### config.mk
export PLATFORM = sky130hd
export DESIGN_NAME = fetch_unit
export DESIGN_NICKNAME = d
export VERILOG_FILES = /design/src/rtl/riscv_pkg.sv /design/src/rtl/fetch_fifo.sv /design/src/rtl/fetch_unit.sv
export SDC_FILE = /design/constraint.sdc
export NUM_CORES = 1
export LEC_CHECK = 0
export CAP_MARGIN = 20
export CORE_MARGIN = 2
export CORE_UTILIZATION = 35
export DETAILED_ROUTE_END_ITERATION = 8
export GPL_TIMING_DRIVEN = 0
export HOLD_SLACK_MARGIN = 0.12
export PLACE_DENSITY = 0.68
export SLEW_MARGIN = 20
export SYNTH_ARGS = -nofsm -noshare
export SYNTH_HDL_FRONTEND = slang
export SYNTH_SLANG_ARGS = --single-unit
### constraint.sdc
create_clock -name clk -period 14.9 [get_ports clk]
set_input_delay 2.98 -clock clk [delete_from_list [all_inputs] [get_ports clk]]
set_output_delay 2.98 -clock clk [all_outputs]
set_load 0.005 [all_outputs]
### src/rtl/riscv_pkg.sv
// Shared RISC-V front-end definitions: ISA widths, the NOP encoding,
// major opcodes for the decoder, and the fetch buffer entry type.
package riscv_pkg;

  localparam int XLEN = 32;
  localparam int ILEN = 32;

  // addi x0, x0, 0
  localparam logic [ILEN-1:0] NOP = 32'h0000_0013;

  localparam logic [6:0] OPC_LUI    = 7'b0110111;
  localparam logic [6:0] OPC_AUIPC  = 7'b0010111;
  localparam logic [6:0] OPC_JAL    = 7'b1101111;
  localparam logic [6:0] OPC_JALR   = 7'b1100111;
  localparam logic [6:0] OPC_BRANCH = 7'b1100011;
  localparam logic [6:0] OPC_LOAD   = 7'b0000011;
  localparam logic [6:0] OPC_STORE  = 7'b0100011;
  localparam logic [6:0] OPC_OP_IMM = 7'b0010011;
  localparam logic [6:0] OPC_OP     = 7'b0110011;
  localparam logic [6:0] OPC_SYSTEM = 7'b1110011;

  typedef enum logic {
    FETCH_BOOT = 1'b0,
    FETCH_RUN  = 1'b1
  } fetch_state_e;

  typedef struct packed {
    logic [XLEN-1:0] pc;
    logic [ILEN-1:0] instr;
  } fetch_entry_t;

  // Fetch addresses are word aligned; low two bits are forced to zero.
  function automatic logic [XLEN-1:0] align_pc(input logic [XLEN-1:0] pc);
    return {pc[XLEN-1:2], 2'b00};
  endfunction

endpackage

### src/rtl/fetch_fifo.sv
// Instruction buffer: DEPTH-entry synchronous FIFO of {pc, instr} with
// flush. Push while full is accepted only together with a pop.
module fetch_fifo
  import riscv_pkg::*;
#(
  parameter int DEPTH = 2,
  localparam int CNT_W = $clog2(DEPTH + 1)
) (
  input  logic             clk,
  input  logic             rst,
  input  logic             push,
  input  logic             pop,
  input  logic             flush,
  input  fetch_entry_t     wr_entry,
  output fetch_entry_t     head,
  output logic             empty,
  output logic [CNT_W-1:0] count
);

  localparam int PTR_W = (DEPTH > 1) ? $clog2(DEPTH) : 1;
  localparam logic [CNT_W-1:0] CAP = CNT_W'(DEPTH);

  fetch_entry_t mem [DEPTH];
  logic [PTR_W-1:0] rd_ptr;
  logic [PTR_W-1:0] wr_ptr;
  logic full;
  logic do_push;
  logic do_pop;

  function automatic logic [PTR_W-1:0] ptr_inc(input logic [PTR_W-1:0] p);
    return (p == PTR_W'(DEPTH - 1)) ? '0 : p + PTR_W'(1);
  endfunction

  assign empty   = (count == '0);
  assign full    = (count == CAP);
  assign do_pop  = pop && !empty;
  assign do_push = push && (!full || do_pop);
  assign head    = mem[rd_ptr];

  // Pointer and occupancy bookkeeping; flush empties the buffer in one cycle.
  always_ff @(posedge clk or posedge rst) begin
    if (rst) begin
      rd_ptr <= '0;
      wr_ptr <= '0;
      count  <= '0;
    end else if (flush) begin
      rd_ptr <= '0;
      wr_ptr <= '0;
      count  <= '0;
    end else begin
      if (do_push) wr_ptr <= ptr_inc(wr_ptr);
      if (do_pop)  rd_ptr <= ptr_inc(rd_ptr);
      case ({do_push, do_pop})
        2'b10:   count <= count + CNT_W'(1);
        2'b01:   count <= count - CNT_W'(1);
        default: count <= count;
      endcase
    end
  end

  // Storage array; contents are don't-care until pointed to, so no reset.
  always_ff @(posedge clk) begin
    if (do_push && !flush) mem[wr_ptr] <= wr_entry;
  end

endmodule

### src/rtl/fetch_unit.sv
// Instruction fetch unit: issues sequential word fetches, tracks in-flight
// requests, buffers returned words and restarts cleanly on redirect by
// discarding responses to requests issued before the redirect.
module fetch_unit
  import riscv_pkg::*;
#(
  parameter logic [XLEN-1:0] RESET_PC = 32'h0000_0000,
  parameter int              DEPTH    = 2
) (
  input  logic            clk,
  input  logic            rst,
  output logic            imem_req_valid,
  input  logic            imem_req_ready,
  output logic [XLEN-1:0] imem_req_addr,
  input  logic            imem_rsp_valid,
  input  logic [ILEN-1:0] imem_rsp_data,
  input  logic            redirect_valid,
  input  logic [XLEN-1:0] redirect_pc,
  output logic            instr_valid,
  input  logic            instr_ready,
  output logic [ILEN-1:0] instruction,
  output logic [XLEN-1:0] instr_pc
);

  localparam int CNT_W = $clog2(DEPTH + 1);
  localparam logic [CNT_W:0] CAP = (CNT_W + 1)'(DEPTH);

  fetch_state_e     state;
  fetch_state_e     state_nxt;
  logic [XLEN-1:0]  fetch_pc;
  logic [XLEN-1:0]  rsp_pc;
  logic [CNT_W-1:0] outstanding;
  logic [CNT_W-1:0] drop_cnt;
  logic [CNT_W-1:0] buf_count;
  logic [CNT_W:0]   in_use;
  logic             accept;
  logic             keep;
  logic             pop;
  logic             buf_empty;
  fetch_entry_t     head;
  fetch_entry_t     push_entry;

  // Requests in flight plus words already buffered may never exceed DEPTH,
  // so every accepted request is guaranteed a buffer slot.
  assign in_use = {1'b0, outstanding} + {1'b0, buf_count};
  assign accept = imem_req_valid && imem_req_ready;
  assign keep   = imem_rsp_valid && !redirect_valid && (drop_cnt == '0);
  assign pop    = instr_valid && instr_ready;

  assign push_entry.pc    = rsp_pc;
  assign push_entry.instr = imem_rsp_data;

  // State register: BOOT for one cycle after reset, then RUN forever.
  always_ff @(posedge clk or posedge rst) begin
    if (rst) state <= FETCH_BOOT;
    else     state <= state_nxt;
  end

  // Next state and request qualification.
  always_comb begin
    state_nxt      = state;
    imem_req_valid = 1'b0;
    case (state)
      FETCH_BOOT: state_nxt = FETCH_RUN;
      FETCH_RUN:  imem_req_valid = !redirect_valid && (in_use < CAP);
    endcase
  end

  // Fetch PC: jumps on redirect, advances by one word per accepted request.
  always_ff @(posedge clk or posedge rst) begin
    if (rst)                 fetch_pc <= RESET_PC;
    else if (redirect_valid) fetch_pc <= align_pc(redirect_pc);
    else if (accept)         fetch_pc <= fetch_pc + 32'd4;
  end

  // PC tagged onto the next kept response.
  always_ff @(posedge clk or posedge rst) begin
    if (rst)                 rsp_pc <= RESET_PC;
    else if (redirect_valid) rsp_pc <= align_pc(redirect_pc);
    else if (keep)           rsp_pc <= rsp_pc + 32'd4;
  end

  // In-flight request count; every response retires one, kept or not.
  always_ff @(posedge clk or posedge rst) begin
    if (rst) begin
      outstanding <= '0;
    end else begin
      case ({accept, imem_rsp_valid})
        2'b10:   outstanding <= outstanding + CNT_W'(1);
        2'b01:   outstanding <= outstanding - CNT_W'(1);
        default: outstanding <= outstanding;
      endcase
    end
  end

  // Stale responses still owed by memory after a redirect; a response in
  // the redirect cycle itself is discarded directly, hence the subtraction.
  always_ff @(posedge clk or posedge rst) begin
    if (rst)                                     drop_cnt <= '0;
    else if (redirect_valid)                     drop_cnt <= outstanding - CNT_W'(imem_rsp_valid);
    else if (imem_rsp_valid && drop_cnt != '0)   drop_cnt <= drop_cnt - CNT_W'(1);
  end

  fetch_fifo #(.DEPTH(DEPTH)) u_fifo (
    .clk      (clk),
    .rst      (rst),
    .push     (keep),
    .pop      (pop),
    .flush    (redirect_valid),
    .wr_entry (push_entry),
    .head     (head),
    .empty    (buf_empty),
    .count    (buf_count)
  );

  assign imem_req_addr = fetch_pc;
  assign instr_valid   = !buf_empty;
  assign instruction   = buf_empty ? NOP : head.instr;
  assign instr_pc      = buf_empty ? rsp_pc : head.pc;

endmodule

==> key figures <==
Outcome
  – Status: finished, final reports clean

Pwr
  – LEAKAGE: 0.004053 µW
  – VDD IR max: between 0.06 and 0.07 mV
  – Tot Pwr: around 1500 µW
  – PD cells: 129.4 mW/mm²

Route
  – DRT iter0 DRCs: 601
  – Total Wirelength: between 20 and 25 mm
  – DR pass1 iterations: 5
  – Residual DRC: 0
  – DRT antenna net count: 0
  – Avg WL per Cell: 17.71 µm
  – Vias per inst: 5.189
  – Via Count: between 6k and 7k

Clocking
  – Post-CTS Setup Inserts: 0
  – CTS tree: yes
  – Post_cts resized: 0
  – Clock sink count: around 190
  – CTS buffer count: 17
  – Max H-tree Level: 4
  – Clock buffer depth: 2
  – Root Driver: clkbuf_16
  – Hold-fix buffers at CTS: 0
  – Clk Latency, worst-skew pair: 0.43 ns
  – Clk slew on worst S/H paths: roughly 0.060 ns

Synth
  – Synthesized cell area: roughly 0.009 mm²
  – Dominant synthesized flop cell: edfxtp_1
  – Syn Inst Count: around 740
  – Top-area cell type share of the netlist area: 41.98%
  – Post-synth cell types: between 40 and 50
  – Synthesis-stage register bit count: just under 200
  – Most numerous cell in the Yosys netlist: edfxtp_1
  – Yosys Warn Count: 0
  – Area leader, netlist: edfxtp_1
  – Sequential share of the synthesized area: around 60%
  – Commonest cells in the netlist: edfxtp_1 (124), dfrtp_1 (69), mux2i_1 (66)
  – Post-synth EDFFs: roughly 120
  – Post-synth ARST share: between 30% and 40%
  – Ranking of synthesized cells by area: edfxtp_1 (42%), dfrtp_1 (19%), mux2i_1 (7.4%), nor2_1 (2.7%), nand2_1 (2.6%)
  – Syn_area_per_cell: about 12 µm²

Setup path
  – Critical path type: in -> out
  – CP required: between 10 and 15 ns
  – Worst Path Buf+Inv: 3
  – Delay-heaviest family, CP: buffers and inverters
  – Crit path arrival time: between 4 and 5 ns
  – CP Max Fanout: 10
  – CP Capture Type: output pin
  – Worst path slowest cell: clkdlybuf4s50_1
  – CP Launch Type: primary input
  – CP most frequent cell: clkdlybuf4s50_1
  – CP max stage delay: about 0.57 ns
  – CP cell instances: clkdlybuf4s50_1, clkbuf_1, nor4b_1, clkdlybuf4s50_1

GRT
  – Routing usage on met1: between 20% and 30%
  – Global-route wire length before repair: between 30 and 40 mm
  – Met2 Resource Use GR: between 20% and 30%
  – Global routing's busiest layer: met2
  – Grt ovf: 0
  – Vias in the first global route: 6394
  – Largest net degree at the start of global routing: around 40
  – Initial antenna violation count: 0
  – Total track usage: 17.35%
  – GR Util met3: between 3 and 4%

Final layout
  – Fin util: between 40% and 50%
  – Register area: between 0.005 and 0.006 mm²
  – ANT cells: 0
  – Multi-input logic area: ~0.0032 mm²
  – Final nets: 1011
  – Post-route insts no fill: around 1.3k
  – Layout cells sized above 1: ~8.3%
  – Filler cells: around 2.3k
  – Area delta synth->final: 31.39%

Flow run
  – # Max-Cap Violations: 0

Place
  – PortBufs: 161
  – Gpl congestion: approximately 0.83
  – Dpl cells: 1246
  – Worst slack, placed: about 7.2 ns
  – Post-DP HPWL: around 17 mm

Timing
  – Final hold vios: 0
  – Setup ws final: 7.189 ns
  – Fmax: roughly 130 MHz
  – Clock Skew: between 0.01 and 0.015 ns
  – Final Setup Violations: 0
  – Unrepaired setup endpoints after global routing: no
  – Setup_tns: 0 ns
  – Worst-Margin Slew: ~0.83 ns
  – Tcrit/Tclk final: just over 50%
  – Max-slew violation count: 0
  – Period minus WS final: about 7.7 ns
  – Headroom to the max-slew limit: approximately 44%

Floorplanning
  – Die Ht: 163.2 µm
  – Die footprint: roughly 0.027 mm²
  – Io pins: about 170
  – Row count: 58
  – Die width: 163.2 µm
  – Starting Density: 35.43%
  – Core area: 0.02504 mm²

Min path
  – Hold Path Class: reg -> reg
==> worst reg2reg max path: cells and delay by family (launching register included) <==
family	cells	cell delay (ns)
compound gates	2	0.43
fa+ha+maj	1	0.46
buf+inv	4	1.09
flops	1	0.36
simple gates	3	0.75
==> power breakdown <==
| part | internal [µW] | total [µW] | switching, µW | leakage, µW |
|---|---|---|---|---|
| sequential | 631 | 679 | 48.0 | 0.00192 |
| combinational | 197 | 385 | 189 | 0.00186 |
| clock | 236 | 444 | 208 | 0.000280 |
==> path summary, 6_finish.rpt <==
kind | from | end | slack (ns) | cells after the start
max in group asynchronous | rst | rsp_pc[21] | 11.43 | 3
worst max-delay path | redirect_valid | imem_req_valid | 7.19 | 4
worst max register to register | u_fifo.count[0] | imem_req_addr[25] | 11.67 | 10
min in group asynchronous | rst | imem_req_addr[2] | 2.90 | 2
worst min-delay path | rsp_pc[4] | u_fifo.mem[1][36] | 0.47 | 0
worst min register to register | rsp_pc[4] | u_fifo.mem[1][36] | 0.47 | 0
==> state kept, by name, summed over array words and instances, names as in the netlist <==
name           cells
drop_cnt           2
state              1
u_fifo.mem       124
u_fifo.count       2
u_fifo.wr_ptr      1
outstanding        2
imem_req_addr     30
u_fifo.rd_ptr      1
rsp_pc            30
==> layout by cell type (no fill, tap or decap), types with 6 or more instances in the layout <==
cell type        count
a21oi_1             11
a31oi_1             28
and3_1               9
and4_1              10
buf_1                8
buf_4               15
buf_6                6
clkbuf_1            28
clkbuf_16           17
clkdlybuf4s50_1    161
dfrtp_1             69
edfxtp_1           124
inv_1               15
inv_6                8
mux2_2              12
mux2i_1             66
nand2_1             62
nand3_1             17
nand4_1             14
nor2_1              63
nor3_1              10
nor4_1               8
o21ai_0             42
o31a_1               6
o31ai_1             22
or3_1               10
or4_1               29
xnor2_1             18
xor2_1               7
==> final cells by class <==
class / count / share of cell area (%)
Buffer: 44 / 1.643
Clock buffer: 17 / 3.650
Clock inverter: 15 / 1.245
Inverter: 16 / 0.5368
Multi-Input combinational cell: 485 / 27.42
Sequential cell: 193 / 46.77
Tap cell: 330 / 3.543
Timing Repair Buffer: 178 / 15.19
==> kinds of logic after synthesis <==
family                     Yosys count  synth area share (%)
buffers and inverters               60                 2.835
other                                2               0.08467
and+or+nand+nor                    252                 14.95
adders and majority gates            6                0.9310
DFF                                193                 61.45
AOI/OAI and AO/OA                  119                 8.309
muxes                               78                 8.972
xor gates and xnor gates            25                 2.469
==> metrics by stage <==
step	hold WS [ns]	cell area [µm²]
3_5_place_dp	0.4471	11080
2_1_floorplan	0.4368	8881
3_3_place_gp	0.4419	10910
4_1_cts	0.4693	11650
5_1_grt	0.4814	11650
6_report	0.4664	11650
==> layer usage <==
layer | wire, µm | up-vias
li1 | - | 3171
met1 | 10330 | 3202
met2 | 10560 | 239
met3 | 1503 | 19
met4 | 244 | 0
met5 | 0 | -
(Power assumes the default switching activity.)
